$ cat src/rtl/ppu_pkg.sv
// Shared constants for the PPU timing/register front end: register selects,
// bit positions, NTSC default geometry and the status-flag bundle.
package ppu_pkg;

  localparam logic [2:0] RS_PPUCTRL   = 3'd0;
  localparam logic [2:0] RS_PPUMASK   = 3'd1;
  localparam logic [2:0] RS_PPUSTATUS = 3'd2;

  localparam logic RW_READ  = 1'b1;
  localparam logic RW_WRITE = 1'b0;

  localparam int CTRL_NMI_EN   = 7;
  localparam int MASK_BG_EN    = 3;
  localparam int MASK_SPR_EN   = 4;
  localparam int STATUS_VBLANK = 7;
  localparam int STATUS_S0     = 6;
  localparam int STATUS_OVF    = 5;

  localparam int NTSC_H_TOTAL     = 341;
  localparam int NTSC_V_TOTAL     = 262;
  localparam int NTSC_H_VISIBLE   = 256;
  localparam int NTSC_V_VISIBLE   = 240;
  localparam int NTSC_VBLANK_LINE = 241;
  localparam int NTSC_CW          = 9;

  typedef struct packed {
    logic vblank;
    logic s0;
    logic ovf;
  } status_flags_t;

  // Flags occupy the top three bits; the rest echo the last value written to any register.
  function automatic logic [7:0] status_byte(input status_flags_t flags,
                                             input logic [4:0] latch);
    return {flags.vblank, flags.s0, flags.ovf, latch};
  endfunction

endpackage

$ cat src/rtl/ppu_raster_counter.sv
// Dot/scanline position counters with the frame parity flag and the
// odd-frame short line used when rendering is enabled.
module ppu_raster_counter
  import ppu_pkg::*;
#(
  parameter int H_TOTAL  = NTSC_H_TOTAL,
  parameter int V_TOTAL  = NTSC_V_TOTAL,
  parameter int ODD_SKIP = 1,
  parameter int CW       = NTSC_CW
) (
  input  logic          clk,
  input  logic          reset_n,
  input  logic          rendering,
  output logic [CW-1:0] x,
  output logic [CW-1:0] y,
  output logic          frame_odd
);

  localparam logic [CW-1:0] X_LAST = CW'(H_TOTAL - 1);
  localparam logic [CW-1:0] X_SKIP = CW'(H_TOTAL - 2);
  localparam logic [CW-1:0] Y_LAST = CW'(V_TOTAL - 1);
  localparam logic [CW-1:0] ONE    = CW'(1);

  logic line_end;
  logic frame_end;
  logic skip_dot;

  assign line_end  = (x == X_LAST);
  assign frame_end = line_end && (y == Y_LAST);
  // Odd frames drop the last dot of the pre-render line, jumping straight to (0,0).
  assign skip_dot  = (ODD_SKIP != 0) && frame_odd && rendering &&
                     (x == X_SKIP) && (y == Y_LAST);

  always_ff @(posedge clk) begin
    if (!reset_n) begin
      x         <= '0;
      y         <= '0;
      frame_odd <= 1'b0;
    end else if (skip_dot) begin
      x         <= '0;
      y         <= '0;
      frame_odd <= ~frame_odd;
    end else if (line_end) begin
      x <= '0;
      if (frame_end) begin
        y         <= '0;
        frame_odd <= ~frame_odd;
      end else begin
        y <= y + ONE;
      end
    end else begin
      x <= x + ONE;
    end
  end

endmodule

$ cat src/rtl/ppu_timing_ctrl.sv
// PPU raster timing plus the PPUCTRL/PPUMASK/PPUSTATUS register file,
// VBlank/NMI generation, sticky sprite flags and the CPU I/O latch.
module ppu_timing_ctrl
  import ppu_pkg::*;
#(
  parameter int H_TOTAL     = NTSC_H_TOTAL,
  parameter int V_TOTAL     = NTSC_V_TOTAL,
  parameter int H_VISIBLE   = NTSC_H_VISIBLE,
  parameter int V_VISIBLE   = NTSC_V_VISIBLE,
  parameter int VBLANK_LINE = NTSC_VBLANK_LINE,
  parameter int ODD_SKIP    = 1,
  parameter int CW          = NTSC_CW
) (
  input  logic          i_clk,
  input  logic          i_reset_n,
  input  logic          i_cs_n,
  input  logic          i_rw,
  input  logic [2:0]    i_rs,
  input  logic [7:0]    i_data,
  output logic [7:0]    o_data,
  output logic          o_int_n,
  input  logic          i_sprite0_hit,
  input  logic          i_sprite_overflow,
  output logic [CW-1:0] o_video_x,
  output logic [CW-1:0] o_video_y,
  output logic          o_video_visible,
  output logic          o_rendering,
  output logic          o_frame_odd,
  output logic [7:0]    o_ppuctrl,
  output logic [7:0]    o_ppumask
);

  localparam logic [CW-1:0] FLAG_X     = CW'(1);
  localparam logic [CW-1:0] VBLANK_Y   = CW'(VBLANK_LINE);
  localparam logic [CW-1:0] PRERENDER_Y = CW'(V_TOTAL - 1);
  localparam logic [CW-1:0] H_VIS      = CW'(H_VISIBLE);
  localparam logic [CW-1:0] V_VIS      = CW'(V_VISIBLE);

  logic [7:0]    ctrl;
  logic [7:0]    mask;
  logic [4:0]    io_latch;
  status_flags_t flags;

  logic cpu_write;
  logic status_read;
  logic at_vblank_set;
  logic at_prerender_clear;

  ppu_raster_counter #(
    .H_TOTAL (H_TOTAL),
    .V_TOTAL (V_TOTAL),
    .ODD_SKIP(ODD_SKIP),
    .CW      (CW)
  ) u_raster (
    .clk      (i_clk),
    .reset_n  (i_reset_n),
    .rendering(o_rendering),
    .x        (o_video_x),
    .y        (o_video_y),
    .frame_odd(o_frame_odd)
  );

  assign cpu_write   = !i_cs_n && (i_rw == RW_WRITE);
  assign status_read = !i_cs_n && (i_rw == RW_READ) && (i_rs == RS_PPUSTATUS);

  assign at_vblank_set      = (o_video_x == FLAG_X) && (o_video_y == VBLANK_Y);
  assign at_prerender_clear = (o_video_x == FLAG_X) && (o_video_y == PRERENDER_Y);

  always_ff @(posedge i_clk) begin
    if (!i_reset_n) begin
      ctrl     <= '0;
      mask     <= '0;
      io_latch <= '0;
      flags    <= '0;
    end else begin
      if (cpu_write) begin
        io_latch <= i_data[4:0];
        if (i_rs == RS_PPUCTRL) ctrl <= i_data;
        if (i_rs == RS_PPUMASK) mask <= i_data;
      end
      // Pre-render clear wins over sprite pulses; a status read on the set
      // dot wins over the set, so that frame never raises VBlank.
      if (at_prerender_clear) begin
        flags <= '0;
      end else begin
        if (i_sprite0_hit)     flags.s0  <= 1'b1;
        if (i_sprite_overflow) flags.ovf <= 1'b1;
        if (status_read)        flags.vblank <= 1'b0;
        else if (at_vblank_set) flags.vblank <= 1'b1;
      end
    end
  end

  always_comb begin
    o_data = '0;
    if (status_read) o_data = status_byte(flags, io_latch);
  end

  assign o_int_n         = !(flags.vblank && ctrl[CTRL_NMI_EN]);
  assign o_rendering     = mask[MASK_BG_EN] | mask[MASK_SPR_EN];
  assign o_video_visible = (o_video_x < H_VIS) && (o_video_y < V_VIS);
  assign o_ppuctrl       = ctrl;
  assign o_ppumask       = mask;

endmodule

$ cat config.mk
export PLATFORM = sky130hd
export DESIGN_NAME = ppu_timing_ctrl
export DESIGN_NICKNAME = d
export VERILOG_FILES = /design/src/rtl/ppu_pkg.sv /design/src/rtl/ppu_raster_counter.sv /design/src/rtl/ppu_timing_ctrl.sv
export SDC_FILE = /design/constraint.sdc
export NUM_CORES = 1
export LEC_CHECK = 0
export ABC_AREA = 1
export BUFFER_PORTS_ARGS = -buffer_cell sky130_fd_sc_hd__buf_2
export CAP_MARGIN = 20
export CORE_ASPECT_RATIO = 0.8
export CORE_MARGIN = 5
export CORE_UTILIZATION = 30
export CTS_CLUSTER_SIZE = 16
export DETAILED_ROUTE_END_ITERATION = 10
export SLEW_MARGIN = 10
export SYNTH_ARGS = -nofsm -noshare
export SYNTH_HDL_FRONTEND = slang
export SYNTH_HIERARCHICAL = 1
export SYNTH_SLANG_ARGS = --single-unit
$ cat constraint.sdc
create_clock -name i_clk -period 1.6 [get_ports i_clk]
set_input_delay 0.08 -clock i_clk [delete_from_list [all_inputs] [get_ports i_clk]]
set_output_delay 0.08 -clock i_clk [all_outputs]
set_load 0.02 [all_outputs]
Word-level counts from Yosys, hierarchy flattened
Cells that the tools add are included.
Operators by class
  bitwise logic cells: 4
  magnitude comparators: 2
  reductions and logical operators: 23
  equal/unequal tests: 7
  muxes and demuxes: 5
  add/sub/neg operators: 2
Operators by type and width (count)
  9-bit equality test, second input constant: 3
  9-bit by 1-bit adder with 9-bit output, second input constant: 2
  1-bit logical AND: 11
  9-bit by 1-bit equality test with 1-bit output, second input constant: 1
  9-bit by 8-bit equality test with 1-bit output, second input constant: 1
  9-bit by 8-bit < comparator with 1-bit output, second input constant: 1
  9-bit < comparator, second input constant: 1
  9-bit two-way mux: 1
  8-bit two-way mux: 1
  2-bit AND reduction: 3
  3-bit OR reduction: 2
  2-bit nonzero test: 2
  2-bit OR reduction: 2
  3-bit by 1-bit equality test with 1-bit output, second input constant: 1
  3-bit by 2-bit equality test with 1-bit output, second input constant: 1
  3-bit zero test: 1
  1-bit two-way mux: 3
  1-bit inverter: 3
  1-bit zero test: 2
  1-bit OR: 1
Word-level totals
  input port bits: 17
  output and inout port bits: 46
  register bits: 43
  logic and storage cells: 52

Longest topological paths before layout
  depth after elaboration: 6
  mapped depth: 11
  depth with buffers taken out: 11

Hierarchy
The synthesis kept the hierarchy.
Modules (own cells, without submodules)
  ppu_raster_counter: area an instance 1126.1 um2, cells each 163, times used 1
  ppu_timing_ctrl: area an instance 1111.1 um2, cells each 164, times used 1

Worst setup path after synthesis
No wires, ideal clock.
  path type: register -> register
  start: reg u_raster.y[0]
  end: reg u_raster.y[1]
  arrival time: 1.343 ns
  path slack: 0.148 ns
  stages on the path, launching flop included: 9
  data required time: 1.491 ns
  buffers on the path: 0
  path through: dfxtp_1 > ha_1 > nand4_1 > nor2_4 > nand3_4 > nand2_2 > inv_2 > nand2_1 > inv_1
On the way
  longest elaborated chain between the ends: 3
RTL lines
  from (decl): line ppu_raster_counter.sv:15  | output logic [CW-1:0] y,
  from (signal assigned): line ppu_raster_counter.sv:49  | y <= y + ONE;
  branches (longest 3 deep; another with 9-bit by 1-bit adder with 9-bit output)
Several ways; the timed one is not identified.
A chain may end at the register's enable or synchronous reset.

Worst setup path after layout
  start: reg u_raster.x[1]
  end: reg u_raster.y[5]
On the way
  longest elaborated chain between the ends: 4
RTL lines
  from (decl): line ppu_raster_counter.sv:14  | output logic [CW-1:0] x,
  from (signal assigned): line ppu_raster_counter.sv:52  | x <= x + ONE;
  9-bit equality test: line ppu_raster_counter.sv:32  | (x == X_SKIP) && (y == Y_LAST);
  1-bit logical AND: line ppu_raster_counter.sv:31  | assign skip_dot = (ODD_SKIP != 0) && frame_odd && rendering &&
  1-bit logical AND: line ppu_raster_counter.sv:32
  2-bit OR reduction (no line)
Parallel ways exist; a longest one is shown, timed or not.

==> impl_metrics.toml <==
[yosys]
synth.avg_cell_area_um2 = 6.841
yosys.area_share.adder_pct = 2.237
yosysSeqAreaShare_pct = 38.48
synthesis.nets = 348
synth_mux_area_share_pct = 0
ys_ff_latch = 43
synth-simple-area-share_pct = 31.60
synth_compound_area_share_pct = 12.42
synth_top_family_by_area = "simple AND/OR/NAND/NOR gates"
ys_warn_count = 6
synth.distinct_cells = 29
synth_xor_area_share_pct = 2.349
synthCells = 327
syn-cell-area_um2 = 2237

[detailed_routing]
wl_per_cell_um = 11.59
dr.pass1.iters = 4
routed_via_density = 4.398
postRouteAntennaNets = 0
vias = 2146
drtIter0Drc = 110
drc_errors = 0
wl_um = 5655

[critical_path]
critPathLaunchType = "flop"
cp_max_fo = 6
worstPathRequired_ps = 1790
crit_slowest_cell = "dfxtp_1"
path_class = "flop to flop"
cp.arrival_ps = 1630
reg2reg_to = "u_raster/y[5]"
critical_path.most_common_cell = "nand2_1"
critPathLaunch = "u_raster/x[1]"
critPathMaxStageDelay_ps = 420
r2r-start = "u_raster/x[1]"
reg2reg_depth = 8
path_cells = "ha_1 > nand2_1 > nor2_2 > nand3_4 > nand2_2 > inv_2 > nand2_1 > inv_1"
worst_setup_path_end_kind = "flop"
crit_end = "u_raster/y[5]"
r2r_setup_slack_ps = 160

[floorplan]
dieArea_um2 = 9295
core-area_um2 = 7322
start_util_pct = 30.55
rows = 28
die_h_um = 87.24
ioPinCount = 63
fp.dieW_um = 106.5

[cells_and_area]
fillCellCount = 811
final_layout_size_suffix_gt1_share_pct = 25.38
fin_nets = 419
area_delta_synth_final_pct = 23.83
diodes = 0

[sta]
slew_violations = 0
tightestPinTransition_ps = 464.0
fin_setup_tns_ps = 0
setup_viol = 0
period_minus_slack_ps = 1443
fin_skew_ps = 6.666
slew_headroom_pct = 69.07
max_clock_freq_mhz = 692.8
rsz0062_at_grt = "false"
period_share_pct = 90.21
setup_slack_ps = 156.6
hold_viol = 0

[place]
gp_congestion = 0.8553
dp_slack_ps = 147.0
dp_hpwl_um = 4439
port-buffer-count = 62

[pwr]
p_per_area_nw_per_um2 = 717.3
finalPower_mw = 1.987
clockPowerShare_pct = 34.9
p_sw_uw = 486.9
p_seq_share_pct = 56.1
combPwrFrac_pct = 9.0
p_int_mw = 1.500
vdd_ir_drop_max_mv = 0.3980
leakagePower_nw = 1.346
p_sw_share_pct = 24.50

[clock_network]
clock_sinks = 43
h-tree-depth = 2
cts_post_setup_buffers_inserted = 0
cts_max_path_buffers = 2
cts_tree = "built"
clock_latency_ps = 290
clkTransAtPathRegs_ps = 80
cts_buffers = 5
cts_root_buffer = "clkbuf_8"

[global_routing]
grt_overflow = 0
grt_pass1_wl_um = 9239
antenna_found_initial = 0
grtUsageTotal_pct = 12.19
grt_max_degree = 28
grt_pass1_vias = 1963

[flow_run]
maxCapViolations = 0

[worst_hold_path]
hold_class = "input pin to flop"

[outcome]
status = "finished clean"
sequential cells by signal, indices dropped and copies added (netlist names):
register / count
o_ppuctrl: 8
u_raster/frame_odd: 1
flags: 3
u_raster/y: 9
io_latch: 5
u_raster/x: 9
o_ppumask: 8
cell usage in the layout (no fill, tap or decap), drive strengths merged:
cell | netlist | routed
buf | 3 | 66
a21oi | 28 | 28
inv | 69 | 69
o21bai | 2 | 2
nor2 | 57 | 57
dfxtp | 43 | 43
o21ai | 23 | 23
clkbuf | 1 | 6
or2 | 2 | 2
nand2 | 60 | 60
nor3 | 2 | 2
ha | 4 | 4
clkinv | 0 | 1
dlygate4sd3 | 0 | 2
nand3 | 21 | 21
nand4 | 6 | 6
xor2 | 6 | 6
kinds of logic after synthesis:
logic type	after synthesis
buffers and inverters	73
flip-flops	43
AO/OA/AOI/OAI	53
adder cells (fa/ha/maj)	4
XOR/XNOR	6
AND/OR/NAND/NOR	148
timing repair:
action,CTS,global route
gates resized for setup,0,2
hold endpoints to repair,2,0
setup endpoints to repair,0,4
hold buffers,2,0
cell type report:
type / count / area (µm²) / share of cell area [%]
sequential: 43 / 863.3 / 31.17
inverter: 69 / 259.0 / 9.350
tap: 90 / 112.6 / 4.065
timing repair buffer: 68 / 360.3 / 13.01
clock inverter: 1 / 5.005 / 0.1807
multi-input combinational: 211 / 1087 / 39.25
clock buffer: 6 / 82.58 / 2.981
power groups by stage:
stage / clock network, mW / registers [mW] / logic [mW]
final: 0.694 / 1.12 / 0.178
after floorplan: 0 / 1.16 / 0.0893
after global routing: 0.766 / 1.12 / 0.200
after global placement: 0 / 1.14 / 0.174
after detailed placement: 0 / 1.14 / 0.175
after CTS: 0.731 / 1.12 / 0.180
critical path: cells and delay by family, from the launching register on:
| kind | cells | cell delay [ps] |
|---|---|---|
| adder cells (fa/ha/maj) | 1 | 240 |
| buffers and inverters | 2 | 90 |
| AND/OR/NAND/NOR | 5 | 590 |
| flip-flops | 1 | 420 |
worst min-delay path by stage:
stage | slack, ps | to | start | cells after the start
finish | 80 | o_ppumask[5] | i_data[5] | 3
floorplan | 200 | u_raster/frame_odd | i_reset_n | 2
CTS | 70 | o_ppumask[5] | i_data[5] | 3
detailed placement | 310 | flags[0] | i_sprite_overflow | 3
global route | 90 | o_ppumask[5] | i_data[5] | 3
global placement | 300 | flags[0] | i_sprite_overflow | 3
cells in the mapped netlist (all sizes together):
library cell / number / share of area [%]
ha: 4 / 2.2
nand2: 60 / 11
o21bai: 2 / 0.67
o21ai: 23 / 5.3
xor2: 6 / 2.3
a21oi: 28 / 6.4
nand4: 6 / 2.0
clkbuf: 1 / 0.17
buf: 3 / 1.2
dfxtp: 43 / 38
nor3: 2 / 0.45
or2: 2 / 0.56
inv: 69 / 12
nand3: 21 / 6.3
nor2: 57 / 11
routing by layer:
metal / up-vias / wire (µm) / global-route usage, % / part of all wire [%]
li1: 1151 / - / - / -
met1: 942 / 2862 / 17.55 / 51
met2: 51 / 2442 / 18.23 / 43
met3: 2 / 319 / 3.039 / 5.6
met4: 0 / 29 / 3.136 / 0.51
met5: - / 0 / 0 / 0
metrics by stage:
| step | hold slack, ps | util [%] | cells | instance area, µm² |
|---|---|---|---|---|
| 6_report | 81.78 | 37.83 | 488 | 2770 |
| 5_1_grt | 88.51 | 37.83 | 488 | 2770 |
| 3_5_place_dp | 305.9 | 36.33 | 479 | 2660 |
| 2_1_floorplan | 200.7 | - | 327 | 2237 |
| 3_3_place_gp | 303.3 | 36.33 | 479 | 2660 |
| 4_1_cts | 72.71 | 37.80 | 488 | 2768 |
(Power assumes the default switching activity.)
